[config.mk]
export PLATFORM = sky130hd
export DESIGN_NAME = clk_gate_ctrl
export DESIGN_NICKNAME = d
export VERILOG_FILES = /design/src/rtl/clk_gate_pkg.sv /design/src/rtl/clk_gate_domain_fsm.sv /design/src/rtl/clk_gate_ctrl.sv
export SDC_FILE = /design/constraint.sdc
export NUM_CORES = 1
export LEC_CHECK = 0
export BUFFER_PORTS_ARGS = -buffer_cell sky130_fd_sc_hd__buf_2
export CAP_MARGIN = 20
export CORE_MARGIN = 4
export CORE_UTILIZATION = 25
export DETAILED_ROUTE_END_ITERATION = 8
export REMOVE_ABC_BUFFERS = 1
export SLEW_MARGIN = 20
export SYNTH_ARGS = -nofsm -noshare
export SYNTH_HDL_FRONTEND = slang
export SYNTH_SLANG_ARGS = --single-unit
[constraint.sdc]
create_clock -name clock -period 4.03 [get_ports clock]
set_input_delay 0.403 -clock clock [delete_from_list [all_inputs] [get_ports clock]]
set_output_delay 0.403 -clock clock [all_outputs]
set_load 0.005 [all_outputs]
[src/rtl/clk_gate_pkg.sv]
// clk_gate_pkg
//   Shared types and sizing helpers for the idle-detect clock-gating controller.
//   - cg_state_e   : per-domain FSM state (RUN / OFF / WAKE)
//   - WAKE_CNT_W   : settle counter width for the default WAKE_CYCLES
//   - wake_cnt_w() : settle counter width for an arbitrary WAKE_CYCLES
package clk_gate_pkg;

  typedef enum logic [1:0] {
    RUN  = 2'd0,
    OFF  = 2'd1,
    WAKE = 2'd2
  } cg_state_e;

  localparam int WAKE_CYCLES_DEF = 2;
  localparam int WAKE_CNT_W      = $clog2(WAKE_CYCLES_DEF + 1);

  // The width must hold the count 0..cycles-1; never narrower than one bit.
  function automatic int wake_cnt_w(input int cycles);
    return (cycles < 1) ? 1 : $clog2(cycles + 1);
  endfunction

endpackage

[src/rtl/clk_gate_domain_fsm.sv]
// clk_gate_domain_fsm
//   One domain's gating FSM: counts idle cycles in RUN, gates off at the
//   programmed threshold, re-enables on demand and holds a settle window
//   before reporting ready.
// Ports:
//   i_clock       ungated source clock
//   i_reset       synchronous active-high reset
//   i_wake        busy | force_on for this domain
//   i_idle_thresh idle cycles before gating; 0 disables gating
//   i_scan_mode   forces RUN and clears counters while high
//   o_cg_en       registered ICG enable
//   o_ready       registered "clock running and settled"
//   o_cg_en_nxt   value o_cg_en takes at the next edge (for the top's AND-reduce)
module clk_gate_domain_fsm
  import clk_gate_pkg::*;
#(
  parameter int IDLE_W      = 8,
  parameter int WAKE_CYCLES = 2
) (
  input  logic              i_clock,
  input  logic              i_reset,
  input  logic              i_wake,
  input  logic [IDLE_W-1:0] i_idle_thresh,
  input  logic              i_scan_mode,
  output logic              o_cg_en,
  output logic              o_ready,
  output logic              o_cg_en_nxt
);

  localparam int                WCW       = wake_cnt_w(WAKE_CYCLES);
  localparam logic [WCW-1:0]    WAKE_LAST = WCW'(WAKE_CYCLES - 1);
  localparam logic [WCW-1:0]    WAKE_ONE  = WCW'(1);
  localparam logic [IDLE_W-1:0] IDLE_MAX  = '1;
  localparam logic [IDLE_W-1:0] IDLE_ONE  = IDLE_W'(1);

  cg_state_e         r_state, w_state_nxt;
  logic [IDLE_W-1:0] r_idle_cnt, w_idle_cnt_nxt;
  logic [WCW-1:0]    r_wake_cnt, w_wake_cnt_nxt;
  logic              r_cg_en, r_ready;
  logic              w_cg_en_nxt, w_ready_nxt;
  logic              w_thresh_hit;

  // >= rather than == so a threshold lowered mid-count takes effect on the
  // next idle cycle instead of waiting for a wrap.
  assign w_thresh_hit = (i_idle_thresh != '0) &&
                        (r_idle_cnt >= (i_idle_thresh - IDLE_ONE));

  // State and counter registers; outputs registered so the ICG E pin never
  // sees decode glitches.
  always_ff @(posedge i_clock) begin
    if (i_reset) begin
      r_state    <= RUN;
      r_idle_cnt <= '0;
      r_wake_cnt <= '0;
      r_cg_en    <= 1'b1;
      r_ready    <= 1'b1;
    end else begin
      r_state    <= w_state_nxt;
      r_idle_cnt <= w_idle_cnt_nxt;
      r_wake_cnt <= w_wake_cnt_nxt;
      r_cg_en    <= w_cg_en_nxt;
      r_ready    <= w_ready_nxt;
    end
  end

  // Next-state and counter update.
  always_comb begin
    w_state_nxt    = r_state;
    w_idle_cnt_nxt = r_idle_cnt;
    w_wake_cnt_nxt = r_wake_cnt;
    if (i_scan_mode) begin
      w_state_nxt    = RUN;
      w_idle_cnt_nxt = '0;
      w_wake_cnt_nxt = '0;
    end else begin
      case (r_state)
        RUN: begin
          // Wake wins over an expiring threshold on the same cycle.
          if (i_wake) begin
            w_idle_cnt_nxt = '0;
          end else if (w_thresh_hit) begin
            w_state_nxt    = OFF;
            w_idle_cnt_nxt = '0;
          end else if (r_idle_cnt != IDLE_MAX) begin
            w_idle_cnt_nxt = r_idle_cnt + IDLE_ONE;
          end
        end
        OFF: begin
          if (i_wake) begin
            w_state_nxt    = WAKE;
            w_wake_cnt_nxt = '0;
          end
        end
        WAKE: begin
          // Settle window runs to completion regardless of i_wake.
          if (r_wake_cnt == WAKE_LAST) begin
            w_state_nxt    = RUN;
            w_wake_cnt_nxt = '0;
            w_idle_cnt_nxt = '0;
          end else begin
            w_wake_cnt_nxt = r_wake_cnt + WAKE_ONE;
          end
        end
        default: begin
          w_state_nxt    = RUN;
          w_idle_cnt_nxt = '0;
          w_wake_cnt_nxt = '0;
        end
      endcase
    end
  end

  // Output decode from the next state, captured by the output registers.
  always_comb begin
    w_cg_en_nxt = (w_state_nxt != OFF);
    w_ready_nxt = (w_state_nxt == RUN);
  end

  assign o_cg_en     = r_cg_en;
  assign o_ready     = r_ready;
  assign o_cg_en_nxt = w_cg_en_nxt;

endmodule

[src/rtl/clk_gate_ctrl.sv]
// clk_gate_ctrl
//   Idle-detect clock-gating controller driving E/TE of one ICG per domain.
// Ports:
//   clock        ungated source clock (ICG CP)
//   reset        synchronous active-high reset
//   busy         per-domain pending work
//   force_on     per-domain software override
//   idle_thresh  idle cycles before gating; 0 disables gating
//   scan_mode    DFT mode
//   cg_en        per-domain ICG E, registered
//   cg_te        shared ICG TE, follows scan_mode combinationally
//   ready        per-domain running-and-settled, registered
//   all_gated    every domain gated, registered alongside cg_en
module clk_gate_ctrl
  import clk_gate_pkg::*;
#(
  parameter int NUM_DOMAINS = 4,
  parameter int IDLE_W      = 8,
  parameter int WAKE_CYCLES = 2
) (
  input  logic                   clock,
  input  logic                   reset,
  input  logic [NUM_DOMAINS-1:0] busy,
  input  logic [NUM_DOMAINS-1:0] force_on,
  input  logic [IDLE_W-1:0]      idle_thresh,
  input  logic                   scan_mode,
  output logic [NUM_DOMAINS-1:0] cg_en,
  output logic                   cg_te,
  output logic [NUM_DOMAINS-1:0] ready,
  output logic                   all_gated
);

  logic [NUM_DOMAINS-1:0] w_wake;
  logic [NUM_DOMAINS-1:0] w_cg_en_nxt;
  logic                   r_all_gated;

  assign w_wake = busy | force_on;

  generate
    for (genvar g = 0; g < NUM_DOMAINS; g++) begin : g_dom
      clk_gate_domain_fsm #(
        .IDLE_W      (IDLE_W),
        .WAKE_CYCLES (WAKE_CYCLES)
      ) u_fsm (
        .i_clock       (clock),
        .i_reset       (reset),
        .i_wake        (w_wake[g]),
        .i_idle_thresh (idle_thresh),
        .i_scan_mode   (scan_mode),
        .o_cg_en       (cg_en[g]),
        .o_ready       (ready[g]),
        .o_cg_en_nxt   (w_cg_en_nxt[g])
      );
    end
  endgenerate

  assign cg_te = scan_mode;

  // Reduced from the next-state enables so it lands on the same edge as cg_en.
  always_ff @(posedge clock) begin
    if (reset) r_all_gated <= 1'b0;
    else       r_all_gated <= ~|w_cg_en_nxt;
  end

  assign all_gated = r_all_gated;

endmodule

==> run_results.csv, run 1 <==
group,metric,value,unit
run_status,status,"finished clean",
yosys,ys_async_sr_fraction,0,%
yosys,syn_avg_cell_area,8.14,um^2
finish,drive_above_1_share,15.0,%
cts,clk_pin_slew_worst_paths,0.05,ns
sta,setup_viol,0,
global_routing,grt_first_pass_wirelength,13900,um
yosys,seq_area_frac_synth,32.8,%
sta,clock_skew,0.00621,ns
placed_design,placed_cells,613,
placed_design,dp_hpwl,6190,um
cts,clock_latency,0.32,ns
die,core-area,0.0135,mm^2
finish,seqCellArea,0.00114,mm^2
setup_path,timing.rr.start,"g_dom[0].u_fsm.r_idle_cnt[2]$_SDFFE_PP0P_",
die,die-width,126,um
cts,cts_root_buf,"clkbuf_16",
sta,slew-limit-headroom,35.8,%
pwr,powerDensity,351,mW/mm^2
sta,finalWorstSetupSlack,0.758,ns
sta,fmax,306,MHz
sta,holdWs,0.273,ns
setup_path,r2r_setup_slack,1.46,ns
sta,min_period,3.27,ns
yosys,synth_edf_count,0,
setup_path,cp-end-kind,"flip-flop",
worst_hold_path,hp-start,"reset",
sta,hold_viol,0,
finish,diodes,0,
finish,nFillCells,1439,
pwr,total_power,1.41,mW
cts,cts_tree,"built",
pwr,leakage,1.51,nW
placed_design,gp_congestion,0.840,
die,dieHeight,126,um
die,die_area,0.0159,mm^2
routing,drtAntennaViolNets,0,
sta,tns,0,ns
routing,vias,3166,
placed_design,port_buffers,28,
cts,cts_buffer_depth,2,
routing,routed_wirelength,8280,um
cts,post_cts_resized,0,
sta,slew_viol_final,0,
yosys,yosysUniqueCellTypes,48,
yosys,ys_ff_latch,57,
finish,fin_area,0.00401,mm^2
worst_hold_path,hp-class,"input pin to flip-flop",
finish,final_nets,492,
run,cap_viol_max_count,0,
yosys,syn_area,0.00348,mm^2
routing,wl_per_cell,13.2,um
sta,grt_setup_unrepaired,"false",
routing,drt_iter0_markers,198,
setup_path,start_kind,"input pin",
global_routing,grt_max_degree,40,
global_routing,grtUsageTotal,10.5,%
cts,ctsHoldBuffers,0,
yosys,syn_inst,427,
pwr,ir_drop,137,uV
finish,post-route-util,29.8,%
setup_path,critPathKind,"input pin to flip-flop",
worst_hold_path,min_path_cells,2,
die,ios,29,
placed_design,place_area,0.00372,mm^2
die,rows,42,
finish,syn_to_final_growth,15.4,%
routing,dr.pass1.iters,4,
finish,multi_input_area,0.00212,mm^2
global_routing,grt_pass1_vias,2959,
sta,fin_crit_sh,81.2,%
routing,avgViaCountPerCell,5.03,
setup_path,timing.rr.end,"g_dom[0].u_fsm.r_idle_cnt[4]$_SDFFE_PP0P_",
global_routing,overflow,0,
cts,post_cts_buffers,0,
setup_path,required,4.26,ns
sta,worst_pin_slew,0.960,ns
setup_path,crit_arrival,3.50,ns
worst_hold_path,hold_path_end,"g_dom[3].u_fsm.r_state[1]$_SDFF_PP0_",
setup_path,cp_max_fo,13,
placed_design,place_ws,0.481,ns
yosys,synth_ff_type,"dfxtp_1",
cts,cts_num_sinks,57,
routing,drc_errors,0,
setup_path,ff2ff_path_depth,9,
global_routing,antenna_found_initial,0,
yosys,yosys_warnings,0,
finish,layout.cells.non_filler,629,
cts,cts_htree_levels,3,
cts,cts_inserted_buffers,9,
die,start_util,25.8,%
-- cell usage in the layout, fill, tap and decap left out, types with 4 or more instances in the layout --
cell	n
or2_2	6
nor2_1	39
a31oi_1	13
nand2b_1	10
a21o_1	11
o21ai_0	16
inv_1	20
or3_1	4
a211oi_1	10
nor3_1	15
clkbuf_16	9
o31ai_1	5
a22oi_1	5
xnor2_1	5
buf_2	28
a41oi_1	5
nand4_1	11
ha_1	25
nand2_1	21
nor3_2	7
o21ai_1	6
a21oi_1	40
o211ai_1	8
dfxtp_1	57
nand3_1	26
and3_1	10
-- report_power, final --
part           total, mW  internal (mW)  switching (mW)  leakage (nW)
Combinational     0.0956         0.0354          0.0602         0.903
Sequential         0.567          0.566         0.00153         0.460
Clock              0.745          0.493           0.252         0.144
Total               1.41           1.09           0.314          1.51
-- worst max path at each step --
| stage | end | slack (ns) | from |
|---|---|---|---|
| after detailed placement | g_dom[0].u_fsm.r_idle_cnt[4]$_SDFFE_PP0P_ | 0.48 | idle_thresh[0] |
| final | g_dom[0].u_fsm.r_idle_cnt[4]$_SDFFE_PP0P_ | 0.76 | idle_thresh[0] |
| after CTS | g_dom[0].u_fsm.r_idle_cnt[4]$_SDFFE_PP0P_ | 0.81 | idle_thresh[0] |
| after floorplan | g_dom[3].u_fsm.r_idle_cnt[6]$_SDFFE_PP0P_ | 0.77 | idle_thresh[0] |
| after global placement | g_dom[0].u_fsm.r_idle_cnt[6]$_SDFFE_PP0P_ | 0.61 | idle_thresh[0] |
| after global routing | g_dom[0].u_fsm.r_idle_cnt[4]$_SDFFE_PP0P_ | 0.57 | idle_thresh[0] |
-- per-layer routing --
layer | track usage (%) | wire length, um | vias to the layer above
li1 | - | - | 1626
met5 | 0 | 0 | -
met1 | 12.9 | 3780 | 1475
met2 | 17.7 | 4080 | 51
met4 | 3.66 | 148 | 0
met3 | 2.92 | 271 | 14
-- state kept, by name, indices dropped and copies added (netlist names) --
signal / flops
g_dom.u_fsm.r_idle_cnt: 32
g_dom.u_fsm.o_ready: 4
g_dom.u_fsm.o_cg_en: 4
all_gated: 1
g_dom.u_fsm.r_state: 8
g_dom.u_fsm.r_wake_cnt: 8
-- logic make-up (layout without fill, tap and decap cells) --
| group | count (synthesis) | after routing | synth area share [%] |
|---|---|---|---|
| xor gates and xnor gates | 6 | 6 | 1.51 |
| buffers and inverters | 41 | 67 | 6.08 |
| and+or+nand+nor | 168 | 168 | 26.8 |
| AOI/OAI and AO/OA | 130 | 130 | 23.8 |
| DFF | 57 | 57 | 32.8 |
| adders and majority gates | 25 | 25 | 9.00 |
-- worst max-delay path: stages --
cell	delay, ns
buf_2	0.12
inv_1	0.15
ha_1	0.21
inv_1	0.07
or3_1	0.32
xor2_1	0.37
ha_1	0.33
a21oi_1	0.12
o21ai_0	0.10
o21ai_0	0.12
a21oi_1	0.16
nor4_4	0.64
o21ai_1	0.15
a211oi_1	0.25
-- synthesized netlist by cell type (5+ instances only) --
cell type   n  area (um^2)
ha_1       25          313
nand2b_1   10         62.6
o21ai_0    16         80.1
and3_1     10         62.6
a31oi_1    13         81.3
o21ai_1     6         30.0
a211oi_1   10         75.1
nor3_2      7         70.1
o211ai_1    8         60.1
nand3_1    26          130
a21o_1     11         82.6
buf_4      11         82.6
inv_1      20         75.1
o31ai_1     5         37.5
nor3_1     15         75.1
a22oi_1     5         37.5
xnor2_1     5         43.8
or2_2       6         37.5
a41oi_1     5         43.8
a21oi_1    40          200
nor2_1     39          146
dfxtp_1    57         1140
nand2_1    21         78.8
nand4_1    11         68.8
-- final cells by class --
cell class	count	share of cell area, %
clock buffers	13	6.23
clock inverters	3	0.998
inverters	20	1.87
multi-input cells	329	52.9
flip-flops and latches	57	28.4
well taps	176	5.49
repair buffers	31	4.05
Power figures use the tool's default switching activity.
==> run 2, diff against run 1 <==
- clock period: 4.03 -> 3.03 ns (I/O delays scaled with it)
==> run_results.csv, run 2 (same netlist as run 1, synthesis figures left out) <==
group,metric,value,unit
run_status,status,"finished clean",
sta,fmax,349,MHz
setup_path,critPathKind,"input pin to flip-flop",
routing,vias,3233,
sta,hold_viol,0,
finish,drive_above_1_share,19.4,%
routing,routed_wirelength,8440,um
sta,fin_crit_sh,94.5,%
finish,syn_to_final_growth,20.1,%
setup_path,crit_arrival,3.08,ns
cts,clock_latency,0.32,ns
run,cap_viol_max_count,0,
finish,regMostFlops,"g_dom.u_fsm.r_idle_cnt",
die,ios,29,
cts,cts_tree,"built",
setup_path,ff2ff_path_depth,10,
finish,largest_register_ffs,32,
sta,slew_viol_final,0,
cts,clk_pin_slew_worst_paths,0.05,ns
pwr,seq_power_share,39.7,%
finish,final_cell_mix,"dfxtp_1, a21oi_1, nor2_1, buf_2, nand3_1",
sta,slew-limit-headroom,41.8,%
setup_path,start_kind,"input pin",
global_routing,overflow,0,
worst_hold_path,hold_path_end,"g_dom[3].u_fsm.r_state[1]$_SDFF_PP0_",
setup_path,timing.rr.end,"all_gated$_SDFF_PP0_",
routing,wl_per_cell,13.1,um
routing,dr.pass1.iters,4,
sta,min_period,2.86,ns
worst_hold_path,hp-start,"reset",
global_routing,grt_pass1_vias,3079,
die,core-area,0.0135,mm^2
setup_path,worst_path_largest_cell_delay,0.56,ns
finish,layout_commonest_cell,"dfxtp_1",
setup_path,cp-end-kind,"flip-flop",
global_routing,antenna_found_initial,0,
sta,tns,0,ns
pwr,powerDensity,455,mW/mm^2
cts,cts_buffer_depth,2,
setup_path,r2r_setup_slack,0.63,ns
pwr,swShare,21.8,%
setup_path,timing.rr.start,"g_dom[2].u_fsm.r_idle_cnt[0]$_SDFFE_PP0P_",
global_routing,grtUsageTotal,10.5,%
placed_design,dp_hpwl,6280,um
sta,clock_skew,0.00649,ns
cts,cts_num_sinks,57,
pwr,power_frac_comb,7.6,%
setup_path,slowest_stage,"or4_1",
cts,cts_root_buf,"clkbuf_16",
finish,multi_input_area,0.00215,mm^2
placed_design,gp_congestion,0.830,
finish,seqCellArea,0.00114,mm^2
sta,worst_pin_slew,0.873,ns
pwr,leakage,1.60,nW
die,rows,42,
global_routing,grt_first_pass_wirelength,14000,um
die,dieHeight,126,um
sta,setup_viol,0,
finish,diodes,0,
pwr,ir_drop,259,uV
die,die_area,0.0159,mm^2
finish,reg_top3,"g_dom.u_fsm.r_idle_cnt: 32 flops, g_dom.u_fsm.r_state: 8 flops, g_dom.u_fsm.r_wake_cnt: 8 flops",
routing,drc_errors,0,
setup_path,cp_cell_sequence,"buf_2 -> inv_1 -> ha_2 -> inv_1 -> or3_1 -> xor2_2 -> ha_1 -> nand2_1 -> o21ai_1 -> a22oi_1 -> a22oi_1 -> nor2_1 -> or4_1 -> nor4_2",
placed_design,port_buffers,28,
cts,cts_inserted_buffers,9,
setup_path,required,3.24,ns
worst_hold_path,min_path_cells,2,
routing,avgViaCountPerCell,5.01,
pwr,p_int,1.49,mW
routing,drt_iter0_markers,211,
pwr,clkPwrFrac,52.7,%
pwr,power.switching,414,uW
die,die-width,126,um
sta,grt_setup_unrepaired,"false",
setup_path,cp_max_fo,4,
global_routing,grt_max_degree,40,
routing,drtAntennaViolNets,0,
finish,post-route-util,31.0,%
finish,nFillCells,1416,
cts,cts_htree_levels,3,
worst_hold_path,hp-class,"input pin to flip-flop",
finish,final_nets,509,
die,start_util,25.8,%
[run 2: worst max-delay path: cells and delay by family]
kind | cells | cell delay [ns]
simple gates | 5 | 1.28
fa+ha+maj | 2 | 0.52
compound gates | 3 | 0.52
buf+inv | 3 | 0.22
xor+xnor | 1 | 0.22
[run 2: power by group through the flow]
stage,combinational (mW),clock (mW),sequential (mW)
2_1_floorplan,0.0799,0,0.769
3_3_place_gp,0.133,0,0.770
3_5_place_dp,0.135,0,0.770
4_1_cts,0.136,1.03,0.754
5_1_grt,0.163,1.05,0.754
6_report,0.144,1.00,0.755
[run 2: metrics by stage]
step	instances	area, um^2	setup slack (ns)	total power, mW	hold WS [ns]
after global routing	645	4180	0.00832	1.97	0.194
after floorplan	406	3340	-0.125	0.849	0.386
after detailed placement	624	3810	-0.242	0.905	0.444
final	645	4180	0.165	1.90	0.188
after CTS	639	4100	0.0941	1.92	0.174
after global placement	624	3810	-0.141	0.902	0.430
[run 2: what timing repair did]
| action | CTS | global route |
|---|---|---|
| gates resized for setup | 0 | 6 |
| hold buffers | 0 | 0 |
| buffers inserted | 0 | 6 |
| setup endpoints to repair | 0 | 13 |
[run 2: cell type report]
class	count	share of cell area, %
Inverter	20	1.80
Tap cell	176	5.27
Clock buffer	12	6.14
Timing Repair Buffer	48	6.95
Multi-Input combinational cell	329	51.6
Sequential cell	57	27.3
Clock inverter	3	0.959
[run 2: worst max-delay path by stage]
stage,slack [ns],start,depth (start not counted),to
after floorplan,-0.13,idle_thresh[0],13,g_dom[3].u_fsm.r_idle_cnt[6]$_SDFFE_PP0P_
after global placement,-0.14,idle_thresh[0],14,all_gated$_SDFF_PP0_
after detailed placement,-0.24,idle_thresh[0],14,all_gated$_SDFF_PP0_
after CTS,0.09,idle_thresh[0],14,all_gated$_SDFF_PP0_
after global routing,0.008,idle_thresh[0],14,all_gated$_SDFF_PP0_
final,0.17,idle_thresh[0],14,all_gated$_SDFF_PP0_
[run 2: metal layers]
layer	GRT usage, %	routed length, um	vias up
li1	-	-	1657
met1	12.3	3740	1518
met2	18.7	4290	48
met3	2.75	309	10
met4	3.28	106	0
met5	0	0	-
==> run 3, diff against run 2 <==
- RECOVER_POWER: not set -> 25
==> run_results.csv, run 3 (same netlist as run 1, synthesis figures left out) <==
group,metric,value,unit
die,rows,42,
placed_design,dp_hpwl,6280,um
routing,dr.pass1.iters,4,
pwr,ir_drop,259,uV
routing,drt_iter0_markers,232,
placed_design,port_buffers,28,
placed_design,gp_congestion,0.830,
setup_path,critPathKind,"input pin to flip-flop",
die,core-area,0.0135,mm^2
routing,avgViaCountPerCell,5.00,
setup_path,start_kind,"input pin",
finish,largest_register_ffs,32,
die,die-width,126,um
global_routing,antenna_found_initial,0,
sta,hold_viol,0,
routing,drtAntennaViolNets,0,
sta,clock_skew,0.00655,ns
sta,worst_pin_slew,1.57,ns
finish,diodes,0,
finish,drive_above_1_share,17.9,%
pwr,total_power,1.90,mW
cts,cts_num_sinks,57,
sta,slew-limit-headroom,-4.67,%
global_routing,grtUsageTotal,10.5,%
run_status,status,"complete, but fails checks",
global_routing,grt_pass1_vias,3079,
global_routing,grt_first_pass_wirelength,14000,um
sta,tns,0,ns
cts,cts_inserted_buffers,9,
sta,fmax,348,MHz
die,dieHeight,126,um
routing,wl_per_cell,13.1,um
finish,multi_input_area,0.00215,mm^2
sta,min_period,2.87,ns
finish,final_nets,509,
setup_path,cp_max_fo,4,
setup_path,ff2ff_path_depth,10,
routing,drc_errors,0,
cts,clk_pin_slew_worst_paths,0.05,ns
die,die_area,0.0159,mm^2
routing,routed_wirelength,8450,um
pwr,powerDensity,455,mW/mm^2
finish,reg_top3,"g_dom.u_fsm.r_idle_cnt: 32 flops, g_dom.u_fsm.r_state: 8 flops, g_dom.u_fsm.r_wake_cnt: 8 flops",
sta,fin_crit_sh,94.8,%
cts,cts_root_buf,"clkbuf_16",
global_routing,grt_max_degree,40,
worst_hold_path,hp-class,"input pin to flip-flop",
worst_hold_path,min_path_cells,2,
die,start_util,25.8,%
finish,final_cell_mix,"dfxtp_1, a21oi_1, nor2_1, nand3_1, ha_1",
routing,vias,3228,
cts,cts_buffer_depth,2,
sta,slew_viol_final,40,
finish,nFillCells,1417,
finish,layout_commonest_cell,"dfxtp_1",
cts,cts_htree_levels,3,
sta,grt_setup_unrepaired,"false",
run,cap_viol_max_count,1,
finish,seqCellArea,0.00114,mm^2
cts,clock_latency,0.32,ns
setup_path,required,3.24,ns
finish,regMostFlops,"g_dom.u_fsm.r_idle_cnt",
run_status,violations,"capacitance limit, slew limit",
die,ios,29,
sta,setup_viol,0,
cts,cts_tree,"built",
setup_path,crit_arrival,3.08,ns
setup_path,cp-end-kind,"flip-flop",
finish,syn_to_final_growth,19.9,%
global_routing,overflow,0,
pwr,leakage,1.59,nW
[run 3: area by class of cell]
class	count	share of cell area [%]
Clock inverter	3	0.960
Clock buffer	12	6.15
Inverter	20	1.80
Timing Repair Buffer	48	6.78
Tap cell	176	5.28
Sequential cell	57	27.4
Multi-Input combinational cell	329	51.7
[run 3: worst paths after layout]
path / end / slack [ns] / startpoint
min reg2reg: g_dom[1].u_fsm.r_wake_cnt[1]$_SDFFE_PP0P_ / 0.45 / g_dom[1].u_fsm.r_wake_cnt[1]$_SDFFE_PP0P_
max reg2reg: all_gated$_SDFF_PP0_ / 0.63 / g_dom[2].u_fsm.r_idle_cnt[0]$_SDFFE_PP0P_
min: g_dom[3].u_fsm.r_state[1]$_SDFF_PP0_ / 0.19 / reset
max: all_gated$_SDFF_PP0_ / 0.16 / idle_thresh[0]
[run 3: worst max-delay path: stages]
cell and delay (ns):
buf_2 0.10, inv_1 0.07, ha_2 0.21, inv_1 0.06
or3_1 0.35, xor2_2 0.22, ha_1 0.31, nand2_1 0.05
o21ai_1 0.15, a22oi_1 0.09, a22oi_1 0.28, nor2_1 0.11
or4_1 0.56, nor4_2 0.21
[run 3: what timing repair did]
action	CTS	global route
endpoints found under the setup margin	0	13
gates resized for setup	0	6
endpoints found under the hold margin	0	0
hold buffers	0	0
buffers inserted	0	6
[run 3: power breakdown]
part | switching (mW) | internal (mW) | leakage, nW
clock | 0.326 | 0.672 | 0.148
sequential | 0.00199 | 0.753 | 0.460
combinational | 0.0834 | 0.0608 | 0.984
[run 3: per-layer routing]
layer	routed length [um]	GRT usage [%]	part of all wire (%)	vias to the layer above
met2	4320	18.7	51	42
li1	-	-	-	1658
met3	223	2.75	2.6	7
met1	3810	12.3	45	1521
met5	0	0	0	-
met4	89	3.28	1.1	0
[run 3: metrics by stage]
stage	area (um^2)	hold slack, ns	setup slack, ns	utilization (%)	instances
floorplan	3340	0.386	-0.125	-	406
global placement	3810	0.430	-0.141	28.3	624
detailed placement	3810	0.444	-0.242	28.3	624
CTS	4100	0.174	0.0941	30.5	639
global route	4170	0.194	0.00707	31.0	645
finish	4170	0.191	0.158	31.0	645
